`config.mk`:
```
export PLATFORM = sky130hd
export DESIGN_NAME = gpu_cmd_sender
export DESIGN_NICKNAME = d
export VERILOG_FILES = /design/src/rtl/gpu_cmd_sender.sv
export SDC_FILE = /design/constraint.sdc
export NUM_CORES = 1
export LEC_CHECK = 0
export ABC_AREA = 1
export CORE_ASPECT_RATIO = 0.8
export CORE_MARGIN = 3
export CORE_UTILIZATION = 45
export CTS_BUF_LIST = sky130_fd_sc_hd__clkbuf_4
export DETAILED_ROUTE_END_ITERATION = 7
export DONT_BUFFER_PORTS = 1
export PLACE_DENSITY = 0.61
export SLEW_MARGIN = 20
export SYNTH_ARGS = -nofsm -noshare
export SYNTH_HDL_FRONTEND = slang
export SYNTH_SLANG_ARGS = --single-unit
```
`constraint.sdc`:
```
create_clock -name clk -period 6 [get_ports clk]
set_input_delay 0.9 -clock clk [delete_from_list [all_inputs] [get_ports clk]]
set_output_delay 0.9 -clock clk [all_outputs]
set_load 0.05 [all_outputs]
```
`src/rtl/gpu_cmd_sender.sv`:
```
// Host-side serialiser for the GPU command port: turns one draw request into a
// header word plus back-to-back payload words on dv/din, gated by the GPU's ready.
module gpu_cmd_sender #(
   parameter int unsigned DEPTH    = 2,
   parameter int unsigned WIDTH    = 640,
   parameter int unsigned HEIGHT   = 480,
   parameter logic [15:0] GPU_SWAP  = 16'h0001,
   parameter logic [15:0] GPU_CMAP  = 16'h0002,
   parameter logic [15:0] GPU_PIXEL = 16'h0003,
   parameter logic [15:0] GPU_RECT  = 16'h0004
) (
   input  logic             clk,
   input  logic             rst,
   input  logic             req_valid,
   output logic             req_ready,
   input  logic [1:0]       req_op,
   input  logic [DEPTH-1:0] req_color,
   input  logic [9:0]       req_x,
   input  logic [9:0]       req_y,
   input  logic [9:0]       req_w,
   input  logic [9:0]       req_h,
   input  logic [95:0]      req_cmap,
   output logic             dv,
   output logic [31:0]      din,
   input  logic             ready,
   output logic             busy,
   output logic             done,
   output logic             err
);

   typedef enum logic [2:0] {S_IDLE, S_WAIT, S_HDR, S_PAY, S_GAP} state_t;

   localparam logic [1:0]  OP_SWAP  = 2'd0;
   localparam logic [1:0]  OP_CMAP  = 2'd1;
   localparam logic [1:0]  OP_PIXEL = 2'd2;
   localparam logic [1:0]  OP_RECT  = 2'd3;
   localparam logic [10:0] W_LIM    = 11'(WIDTH);
   localparam logic [10:0] H_LIM    = 11'(HEIGHT);

   state_t             state_q, state_d;
   logic [1:0]         op_q, op_d;
   logic [DEPTH-1:0]   color_q, color_d;
   logic [9:0]         x_q, x_d, y_q, y_d, w_q, w_d, h_q, h_d;
   logic [95:0]        cmap_q, cmap_d;
   logic [1:0]         k_q, k_d;
   logic               dv_q, dv_d, done_q, done_d, err_q, err_d;
   logic [31:0]        din_q, din_d;

   // Request validation and clipping, evaluated on the live request fields.
   logic [10:0] x_ext, y_ext, x_end, y_end;
   logic [9:0]  w_clip, h_clip;
   logic        req_bad;

   assign x_ext   = {1'b0, req_x};
   assign y_ext   = {1'b0, req_y};
   assign x_end   = x_ext + {1'b0, req_w};
   assign y_end   = y_ext + {1'b0, req_h};
   assign w_clip  = (x_end > W_LIM) ? 10'(W_LIM - x_ext) : req_w;
   assign h_clip  = (y_end > H_LIM) ? 10'(H_LIM - y_ext) : req_h;
   assign req_bad = (req_op[1] && ((x_ext >= W_LIM) || (y_ext >= H_LIM))) ||
                    ((req_op == OP_RECT) && ((req_w == '0) || (req_h == '0)));

   logic [2:0]  pay_cnt;
   logic        pay_last;
   logic [1:0]  pay_idx;
   logic [31:0] hdr_word, pay_word;
   logic [23:0] cmap_ent;

   always_comb begin
      hdr_word = '0;
      pay_cnt  = 3'd2;
      case (op_q)
         OP_SWAP:  begin hdr_word[15:0] = GPU_SWAP;  pay_cnt = 3'd0; end
         OP_CMAP:  begin hdr_word[15:0] = GPU_CMAP;  pay_cnt = 3'd4; end
         OP_PIXEL: begin hdr_word[15:0] = GPU_PIXEL; pay_cnt = 3'd1; end
         default:  begin hdr_word[15:0] = GPU_RECT;  pay_cnt = 3'd2; end
      endcase
      if (op_q[1])
         hdr_word[16 +: DEPTH] = color_q;
   end

   assign pay_last = ({1'b0, k_q} == (pay_cnt - 3'd1));
   // Index of the word to load next: word 0 from HDR, otherwise the one after k.
   assign pay_idx  = (state_q == S_HDR) ? 2'd0 : (k_q + 2'd1);

   always_comb begin
      case (pay_idx)
         2'd0:    cmap_ent = cmap_q[23:0];
         2'd1:    cmap_ent = cmap_q[47:24];
         2'd2:    cmap_ent = cmap_q[71:48];
         default: cmap_ent = cmap_q[95:72];
      endcase
      case (op_q)
         OP_CMAP:  pay_word = {8'b0, cmap_ent};
         OP_PIXEL: pay_word = {6'b0, y_q, 6'b0, x_q};
         OP_RECT:  pay_word = (pay_idx == 2'd0) ? {6'b0, y_q, 6'b0, x_q}
                                                : {6'b0, h_q, 6'b0, w_q};
         default:  pay_word = '0;
      endcase
   end

   always_comb begin
      state_d = state_q;
      op_d    = op_q;
      color_d = color_q;
      x_d     = x_q;
      y_d     = y_q;
      w_d     = w_q;
      h_d     = h_q;
      cmap_d  = cmap_q;
      k_d     = k_q;
      dv_d    = dv_q;
      din_d   = din_q;
      done_d  = 1'b0;
      err_d   = 1'b0;
      case (state_q)
         S_IDLE: begin
            dv_d  = 1'b0;
            din_d = '0;
            if (req_valid) begin
               op_d    = req_op;
               color_d = req_color;
               x_d     = req_x;
               y_d     = req_y;
               w_d     = w_clip;
               h_d     = h_clip;
               cmap_d  = req_cmap;
               if (req_bad) err_d   = 1'b1;
               else         state_d = S_WAIT;
            end
         end
         S_WAIT: begin
            if (ready) begin
               dv_d    = 1'b1;
               din_d   = hdr_word;
               state_d = S_HDR;
            end
         end
         S_HDR: begin
            if (pay_cnt == 3'd0) begin
               dv_d    = 1'b0;
               din_d   = '0;
               done_d  = 1'b1;
               state_d = S_GAP;
            end else begin
               din_d   = pay_word;
               k_d     = 2'd0;
               state_d = S_PAY;
            end
         end
         S_PAY: begin
            if (pay_last) begin
               dv_d    = 1'b0;
               din_d   = '0;
               done_d  = 1'b1;
               state_d = S_GAP;
            end else begin
               din_d   = pay_word;
               k_d     = k_q + 2'd1;
            end
         end
         default: state_d = S_IDLE;
      endcase
   end

   always_ff @(posedge clk) begin
      if (rst) begin
         state_q <= S_IDLE;
         op_q    <= '0;
         color_q <= '0;
         x_q     <= '0;
         y_q     <= '0;
         w_q     <= '0;
         h_q     <= '0;
         cmap_q  <= '0;
         k_q     <= '0;
         dv_q    <= 1'b0;
         din_q   <= '0;
         done_q  <= 1'b0;
         err_q   <= 1'b0;
      end else begin
         state_q <= state_d;
         op_q    <= op_d;
         color_q <= color_d;
         x_q     <= x_d;
         y_q     <= y_d;
         w_q     <= w_d;
         h_q     <= h_d;
         cmap_q  <= cmap_d;
         k_q     <= k_d;
         dv_q    <= dv_d;
         din_q   <= din_d;
         done_q  <= done_d;
         err_q   <= err_d;
      end
   end

   assign req_ready = (state_q == S_IDLE);
   assign busy      = (state_q != S_IDLE);
   assign dv        = dv_q;
   assign din       = din_q;
   assign done      = done_q;
   assign err       = err_q;

endmodule

```
==> out/qor.yml, run 1 <==
run_status:
  outcome: "complete, no violations"
place:
  portBuffers: 0
  place_inst: 1517
  gp_congestion: 0.883
  dpl.hpwl_um: 18700
logic_synthesis:
  synthArstFlopShare: 0
  avgSynthCellArea_um2: 7.01
  yosysUniqueCellTypes: 51
  ys_warn_count: 0
  synth-seq-cells: 174
  synth_edf_count: 0
  synth-main-ff-cell: "dfxtp_1"
  seq_area_frac_synth: 0.376
  syn_inst: 1323
  synth_top_area_cell: "dfxtp_1"
  netlist.area_leader.share: 0.376
  synthTopCellsByArea: "dfxtp_1, nand2_1, o21ai_0"
  syn_area_mm2: 0.00927
clocking:
  cts.clk_slew.worst_paths_ns: 0.14
  root_buffer: "clkbuf_4"
  clk_path_buf_depth: 2
  holdBufCountCts: 0
  numCtsBuffers: 17
  insertion_delay_ns: 0.57
  cts_resized: 0
  clock_sinks: 174
  cts_tree: "built"
  cts.htree.levels: 4
  cts_setup_buffers: 0
detailed_routing:
  antenna_left: 0
  wl_per_cell_um: 16.8
  routed_wirelength_um: 26000
  first_iter_violations: 545
  vias: 8301
  avgViaCountPerCell: 5.36
  dr.pass1.iters: 7
  remaining_drc_errors: 0
floorplanning:
  ios: 181
  dieWidth_um: 167
  chipHeight_um: 134
  die_area_mm2: 0.0224
  core_area_mm2: 0.0200
  fp-row-count: 46
  start_util: 0.463
setup_path:
  worstSetupStartpointType: "flop"
  cpLargestDelayFamily: "buffers and inverters"
  cp.arrival_ns: 2.08
  crit_type: "flop to primary output"
  critPathMaxFanout: 4
  critPathSlowestCell: "inv_1"
  critPathMaxStageDelay_ns: 0.58
  crit_required_ns: 5.10
  path_buf_inv: 1
  cp-end-kind: "primary output"
  crit_path_cell_trace: "nor2_2 > nand2_1 > inv_1"
global_route:
  grt_overflow: 0
  grt_pass1_wl_um: 41500
  grt_start_max_net_pins: 112
  grt_usage: 0.228
  antenna_found_initial: 0
  grt_pass1_vias: 7830
cells_and_area:
  area_growth_pct: 2.43
  drive_gt1_frac: 0.0678
  stdcell_count: 1548
  diodes: 0
  nets: 1445
power:
  vdd_drop_max_v: 0.000130
  finalPower_w: 0.00289
  powerDensity_mw_per_mm2: 304
  p_leak_nw: 3.96
sta:
  max_freq_mhz: 336
  finalCritPeriodShare: 0.496
  finalSetupTns_ns: 0
  clock_skew_ns: 0.0276
  period_needed_ns: 2.98
  tightest_slew_ns: 1.02
  rsz0062_at_grt: "false"
  hold_violations: 0
  maxSlewViolCount: 0
  setup_violations: 0
  slew_headroom: 0.321
worst_hold_path:
  hold_path_class: "input pin to flop"
job:
  cap_violations: 0
[path summary, 6_finish.rpt]
check / startpoint / endpoint / slack [ns] / depth (start not counted)
worst max register to register: state_q[1] / cmap_q[35] / 3.07 / 7
worst max-delay path: state_q[2] / req_ready / 3.02 / 3
worst min-delay path: rst / din[22] / 0.39 / 1
worst min register to register: x_q[5] / x_q[5] / 0.46 / 2
[power by group]
| group | switching, W | total, W | leakage, nW | internal (W) |
|---|---|---|---|---|
| clock network | 0.000405 | 0.000606 | 0.124 | 0.000201 |
| logic | 0.000592 | 0.000845 | 2.40 | 0.000253 |
| registers | 0.0000970 | 0.00144 | 1.43 | 0.00134 |
| total | 0.00109 | 0.00289 | 3.96 | 0.00179 |
[layout by cell type, fill, tap and decap left out, types with 3 or more instances in the layout]
cell type / instances
or2_1: 7
buf_4: 5
clkbuf_4: 18
inv_2: 12
nor3_1: 5
o211ai_1: 15
o211a_1: 3
nor3_2: 3
nor4_1: 5
clkinvlp_4: 3
clkinv_1: 4
nor2_2: 4
a21oi_1: 125
nand3_1: 113
dfxtp_1: 174
nor2_1: 139
o211ai_2: 6
o21bai_1: 3
xor2_1: 13
conb_1: 6
nand2_4: 3
nand4_1: 11
o21ai_1: 14
ha_1: 27
clkinv_2: 3
or2_0: 3
inv_1: 142
nand2_1: 201
a221oi_1: 3
a21oi_2: 5
a31oi_1: 4
o21ai_0: 150
o22ai_1: 4
o221ai_1: 7
xnor2_1: 5
nand3b_1: 5
nand2_2: 12
[stage by stage]
step / hold WS, ns / area [µm²] / utilization / worst slack [ns]
3_3_place_gp: 0.439 / 9260 / 0.462 / 3.10
5_1_grt: 0.323 / 9500 / 0.474 / 2.69
6_report: 0.388 / 9500 / 0.474 / 3.02
2_1_floorplan: 0.422 / 9290 / - / 3.41
3_5_place_dp: 0.441 / 9260 / 0.462 / 3.03
4_1_cts: 0.340 / 9490 / 0.474 / 2.99
[worst reg2reg max path: stages, from the launching register on]
cell,delay [ns]
dfxtp_1,0.44
inv_1,0.11
nand2_1,0.51
nor2_4,0.07
inv_4,0.69
buf_4,0.70
o21ai_0,0.20
a21oi_1,0.16
[cells in the mapped netlist (11+ instances only)]
library cell,instances
a21oi_1,126
buf_2,26
buf_4,12
clkbuf_1,34
dfxtp_1,174
ha_1,27
inv_1,144
inv_2,11
nand2_1,201
nand2_2,12
nand3_1,113
nand4_1,11
nor2_1,139
o211ai_1,15
o21ai_0,150
o21ai_1,14
xor2_1,13
[area by class of cell]
| class | count | area [µm²] |
|---|---|---|
| flip-flops and latches | 174 | 3480 |
| repair buffers | 5 | 37.5 |
| fillers | 2086 | 10500 |
| clock inverters | 13 | 100 |
| well taps | 264 | 330 |
| clock buffers | 18 | 135 |
| multi-input cells | 919 | 4830 |
| inverters | 155 | 584 |
[metal layers]
metal,vias up,GRT usage,share of wire
li1,4268,-,-
met1,3806,0.326,0.49
met2,209,0.337,0.42
met3,18,0.0772,0.079
met4,0,0.0449,0.010
met5,-,0,0
[flip-flops by register name, summed over array words and instances (netlist names), 2 cells and up]
name     count
cmap_q      96
color_q      2
k_q          2
din         26
y_q         10
h_q         10
x_q         10
state_q      3
w_q         10
op_q         2
[kinds of logic after synthesis]
| kind of cell | share of synthesized area |
|---|---|
| AND/OR/NAND/NOR | 0.248 |
| adder cells (fa/ha/maj) | 0.0407 |
| buffers and inverters | 0.107 |
| AO/OA/AOI/OAI | 0.211 |
| XOR/XNOR | 0.0170 |
| other | 0.000404 |
| flip-flops | 0.376 |
No activity file was read; power rests on OpenSTA's default activity.
==> inputs of run 2 (changes only) <==
==> constraint.sdc (replaced) <==
create_clock -name clk -period 2.8 [get_ports clk]
set_input_delay 0.42 -clock clk [delete_from_list [all_inputs] [get_ports clk]]
set_output_delay 0.42 -clock clk [all_outputs]
set_load 0.05 [all_outputs]
==> run 2 against run 1 <==
- cell count grew 4.7%
- sequential share of layout area shrank 2.9 points
- combinational power rose by 130%
- setup slack got worse by 2.7 ns
- first-iteration DRC count up 12%
- non-clock buffer count grew 72
- clock skew fell by 0.0061 ns
- design area grew 8.5%
- utilization rose by 4.0 points
- power increased by 130%
- via count increased by 5.0%
- routed wire length increased by 3.8%
- largest power group unchanged
==> out/qor.yml, run 2 (synthesis gave the netlist of run 1 again) <==
sta:
  max_freq_mhz: 404
  finalCritPeriodShare: 0.885
  maxSlewViolCount: 0  # unchanged
  finalSetupTns_ns: 0  # unchanged
  holdWs_ns: 0.0496  # -0.338 ns
  clock_skew_ns: 0.0215  # -0.00607 ns
  period_needed_ns: 2.48
  slew_headroom: 0.556  # +0.236
  setup_violations: 0  # unchanged
  hold_violations: 0  # unchanged
  tightest_slew_ns: 0.665  # -0.354 ns
  rsz0062_at_grt: "false"
cells_and_area:
  area_growth_pct: 11.1
  drive_gt1_frac: 0.0745  # +0.00673
  largest_reg_flops: 96  # unchanged
  top_register: "cmap_q"
  final_cell_mix: "nand2_1, dfxtp_1, o21ai_0"
  design_area_mm2: 0.0103  # +8.5%
  nets: 1517  # +5.0%
  stdcell_count: 1620  # +4.7%
  diodes: 0  # unchanged
  layout_commonest_cell: "nand2_1"
clocking:
  cts.clk_slew.worst_paths_ns: 0.15  # about the same
  numCtsBuffers: 17  # unchanged
  cts_tree: "built"
  clk_path_buf_depth: 2  # unchanged
  clock_sinks: 174  # unchanged
  cts_resized: 0  # unchanged
  insertion_delay_ns: 0.56  # about the same
  root_buffer: "clkbuf_4"
  cts.htree.levels: 4  # unchanged
detailed_routing:
  wl_per_cell_um: 16.6  # -0.83%
  remaining_drc_errors: 0  # unchanged
  antenna_left: 0  # unchanged
  vias: 8714  # +5.0%
  dr.pass1.iters: 5  # -2
  routed_wirelength_um: 26900  # +3.8%
  first_iter_violations: 608  # +12%
  avgViaCountPerCell: 5.38  # +0.31%
setup_path:
  r2r_cells: 11  # +4
  path_buf_inv: 2  # +1
  critPathSlowestCell: "nand2_1"
  crit_path_cell_trace: "inv_1 > nand2_1 > inv_1"
  worstSetupStartpointType: "flop"
  critPathMaxStageDelay_ns: 0.51  # -0.07 ns
  crit_type: "flop to primary output"
  path_common_cell: "inv_1"
  critPathMaxFanout: 4  # unchanged
  cp-end-kind: "primary output"
  crit_required_ns: 2.38  # -2.72 ns
  cpLargestDelayFamily: "buffers and inverters"
  cp.arrival_ns: 2.06  # -0.02 ns
  path_depth: 3  # unchanged
global_route:
  grt_usage: 0.236  # +0.00847
  grt_pass1_wl_um: 43200  # +4.2%
  grt_start_max_net_pins: 97  # -13%
  grt_pass1_vias: 8261  # +5.5%
  antenna_found_initial: 0  # unchanged
  grt_overflow: 0  # unchanged
power:
  p_leak_nw: 4.33  # +9.2%
  vdd_drop_max_v: 0.000318  # +150%
  powerDensity_mw_per_mm2: 639  # +110%
floorplanning:
  ios: 181  # unchanged
  core_area_mm2: 0.0200  # unchanged
  fp-row-count: 46  # unchanged
  chipHeight_um: 134  # unchanged
  start_util: 0.463  # unchanged
  dieWidth_um: 167  # unchanged
  die_area_mm2: 0.0224  # unchanged
place:
  portBuffers: 0  # unchanged
  place_inst: 1527  # +0.66%
  gp_congestion: 0.900  # +1.9%
  dpl.hpwl_um: 19100  # +2.3%
  place_area_mm2: 0.00937  # +1.2%
worst_hold_path:
  hold_path_class: "input pin to flop"
  min_path_cells: 2  # +1
job:
  cap_violations: 0  # unchanged
run_status:
  outcome: "complete, no violations"
-- run 2: layout make-up --
type                            instances  area [µm²]
Fill cell                            2018        9730
Timing Repair Buffer                   77         788
Clock buffer                           18         135
Inverter                              155         584
Multi-Input combinational cell        919        4820
Tap cell                              264         330
Sequential cell                       174        3480
Clock inverter                         13         164
-- run 2: path summary, 6_finish.rpt --
path / startpoint / to / slack, ns
max: state_q[1] / req_ready / 0.32
min: req_cmap[85] / cmap_q[85] / 0.05
max reg2reg: state_q[2] / din[17] / 0.64
min reg2reg: y_q[7] / y_q[7] / 0.46
-- run 2: timing repair --
item                                   4_1_cts  5_1_grt
buffers inserted                             0        0
hold buffers                                61        1
endpoints found under the hold margin      113        1
-- run 2: layer usage --
layer | track usage | share of wire | vias up
met4 | 0.0408 | 0.0082 | 0
met1 | 0.329 | 0.47 | 4012
li1 | - | - | 4425
met2 | 0.365 | 0.44 | 263
met3 | 0.0781 | 0.082 | 14
met5 | 0 | 0 | -
-- run 2: report_power, final --
part / switching [W] / internal [W]
Combinational: 0.00132 / 0.000646
Clock: 0.000909 / 0.000631
Sequential: 0.000209 / 0.00287
Total: 0.00244 / 0.00414
-- run 2: worst reg2reg max path, stage by stage, from the launching register on --
cell,delay [ns]
dfxtp_1,0.45
nor2_2,0.07
nand2_2,0.09
inv_2,0.07
nor2_2,0.35
inv_2,0.21
a21oi_1,0.17
buf_4,0.26
o21ai_1,0.13
o21bai_1,0.17
nand2_1,0.06
a31oi_1,0.07
-- run 2: stage by stage --
stage | utilization | setup slack, ns | power, W
2_1_floorplan | - | 0.691 | 0.00459
3_3_place_gp | 0.468 | 0.395 | 0.00497
3_5_place_dp | 0.468 | 0.316 | 0.00500
4_1_cts | 0.514 | 0.248 | 0.00663
5_1_grt | 0.514 | 0.207 | 0.00705
6_report | 0.514 | 0.323 | 0.00659
==> inputs of run 3 (changes only) <==
--- a/config.mk
+++ b/config.mk
@@ -6,13 +6,14 @@
 export NUM_CORES = 1
 export LEC_CHECK = 0
 export ABC_AREA = 1
+export CAP_MARGIN = 20
 export CORE_ASPECT_RATIO = 0.8
 export CORE_MARGIN = 3
-export CORE_UTILIZATION = 45
+export CORE_UTILIZATION = 65
 export CTS_BUF_LIST = sky130_fd_sc_hd__clkbuf_4
 export DETAILED_ROUTE_END_ITERATION = 7
 export DONT_BUFFER_PORTS = 1
-export PLACE_DENSITY = 0.61
+export PLACE_DENSITY = 0.82
 export SLEW_MARGIN = 20
 export SYNTH_ARGS = -nofsm -noshare
 export SYNTH_HDL_FRONTEND = slang
==> run 3 against run 2 <==
- register-to-register slack hardly changed
- global-route usage is 7.0 points higher
- clock power is 16% lower
- die area is 30% lower
- largest power group unchanged
==> out/qor.yml, run 3 (synthesis gave the netlist of run 1 again) <==
run_status:
  outcome: "complete, no violations"
global_route:
  antenna_found_initial: 2  # +2
  grt_pass1_vias: 8039  # -2.7%
  grt_start_max_net_pins: 97  # unchanged
  grt_usage: 0.306  # +0.0698
  grt_pass1_wl_um: 39800  # -7.8%
  grt_overflow: 0  # unchanged
worst_hold_path:
  hold_path_class: "input pin to flop"
  min_path_cells: 2  # unchanged
sta:
  setup_violations: 0  # unchanged
  max_freq_mhz: 461  # +14%
  maxSlewViolCount: 0  # unchanged
  rsz0062_at_grt: "false"
  finalCritPeriodShare: 0.775  # -0.109
  clock_skew_ns: 0.0189  # -0.00264 ns
  hold_violations: 0  # unchanged
  slew_headroom: 0.392  # -0.164
  period_needed_ns: 2.17  # -0.306 ns
  tightest_slew_ns: 0.913  # +0.247 ns
  holdWs_ns: 0.0212  # -0.0284 ns
  finalSetupTns_ns: 0  # unchanged
floorplanning:
  core_area_mm2: 0.0137  # -31%
  chipHeight_um: 113  # -16%
  fp-row-count: 38  # -17%
  ios: 181  # unchanged
  start_util: 0.675  # +0.212
  dieWidth_um: 140  # -16%
  die_area_mm2: 0.0157  # -30%
setup_path:
  cp-end-kind: "primary output"
  critPathMaxFanout: 4  # unchanged
  critPathSlowestCell: "inv_1"
  r2r_cells: 11  # unchanged
  cp.arrival_ns: 1.75  # -0.31 ns
  crit_path_cell_trace: "nor2_2 > nand2_1 > buf_4 > inv_1"
  crit_required_ns: 2.38  # about the same
  critPathMaxStageDelay_ns: 0.39  # -0.12 ns
  crit_type: "flop to primary output"
  worstSetupStartpointType: "flop"
detailed_routing:
  avgViaCountPerCell: 5.76  # +7.0%
  antenna_left: 0  # unchanged
  dr.pass1.iters: 6  # +1
  vias: 8705  # -0.10%
  remaining_drc_errors: 0  # unchanged
  first_iter_violations: 831  # +37%
  routed_wirelength_um: 24200  # -10%
  wl_per_cell_um: 16.0  # -3.6%
place:
  portBuffers: 0  # unchanged
  gp_congestion: 0.939  # +4.4%
  dpl.hpwl_um: 17400  # -9.2%
clocking:
  clock_sinks: 174  # unchanged
  numCtsBuffers: 17  # unchanged
  cts_setup_buffers: 0  # unchanged
  cts.htree.levels: 4  # unchanged
  clk_path_buf_depth: 2  # unchanged
  cts_tree: "built"
  root_buffer: "clkbuf_4"
  insertion_delay_ns: 0.54  # -0.02 ns
  cts.clk_slew.worst_paths_ns: 0.14  # about the same
  cts_resized: 0  # unchanged
job:
  cap_violations: 0  # unchanged
cells_and_area:
  largest_reg_flops: 96  # unchanged
  drive_gt1_frac: 0.0781  # +0.00365
  area_growth_pct: 6.41
  nets: 1492  # -1.6%
  layout_commonest_cell: "nand2_1"
  final_cell_mix: "nand2_1, dfxtp_1, o21ai_0"
  top_register: "cmap_q"
power:
  vdd_drop_max_v: 0.000500  # +57%
  powerDensity_mw_per_mm2: 638  # -0.24%
  p_leak_nw: 4.19  # -3.2%
[run 3: what timing repair did]
item,CTS,global route
hold buffers,29,4
endpoints found under the setup margin,0,0
endpoints found under the hold margin,82,4
[run 3: path summary, 6_finish.rpt]
| check | startpoint | slack [ns] | endpoint |
|---|---|---|---|
| max | state_q[2] | 0.63 | req_ready |
| min | req_cmap[40] | 0.02 | cmap_q[40] |
| max reg2reg | op_q[0] | 0.63 | din[13] |
| min reg2reg | x_q[4] | 0.46 | x_q[4] |
[run 3: power by group]
| group | internal (W) | total, W | switching (W) |
|---|---|---|---|
| logic | 0.000628 | 0.00192 | 0.00129 |
| registers | 0.00287 | 0.00308 | 0.000210 |
| clock network | 0.000435 | 0.00130 | 0.000863 |
[run 3: final cells by class]
type | count | area, µm²
Clock buffer | 17 | 128
Sequential cell | 174 | 3480
Fill cell | 1173 | 3870
Timing Repair Buffer | 52 | 508
Multi-Input combinational cell | 919 | 4820
Clock inverter | 14 | 119
Antenna cell | 1 | 2.50
Tap cell | 180 | 225
Inverter | 155 | 584
[run 3: per-layer routing]
layer	global-route usage	up-vias	part of all wire
met2	0.481	326	0.44
met5	0	-	0
met3	0.0803	37	0.086
met4	0.0697	0	0.016
li1	-	4366	-
met1	0.428	3976	0.45
[run 3: critical path, delay by kind of cell, from the launching register on]
family	cells	cell delay, ns
buf+inv	2	0.61
flops	1	0.37
simple gates	2	0.23
[run 3: per-stage QoR]
| stage | power (W) | utilization | worst slack [ns] | std cells | area (µm²) |
|---|---|---|---|---|---|
| final | 0.00629 | 0.718 | 0.629 | 1512 | 9870 |
| after global routing | 0.00672 | 0.718 | 0.357 | 1512 | 9870 |
| after CTS | 0.00629 | 0.715 | 0.599 | 1507 | 9830 |
| after detailed placement | 0.00497 | 0.675 | 0.385 | 1447 | 9280 |
| after global placement | 0.00492 | 0.675 | 0.445 | 1447 | 9280 |
| after floorplan | 0.00459 | - | 0.691 | 1328 | 9290 |
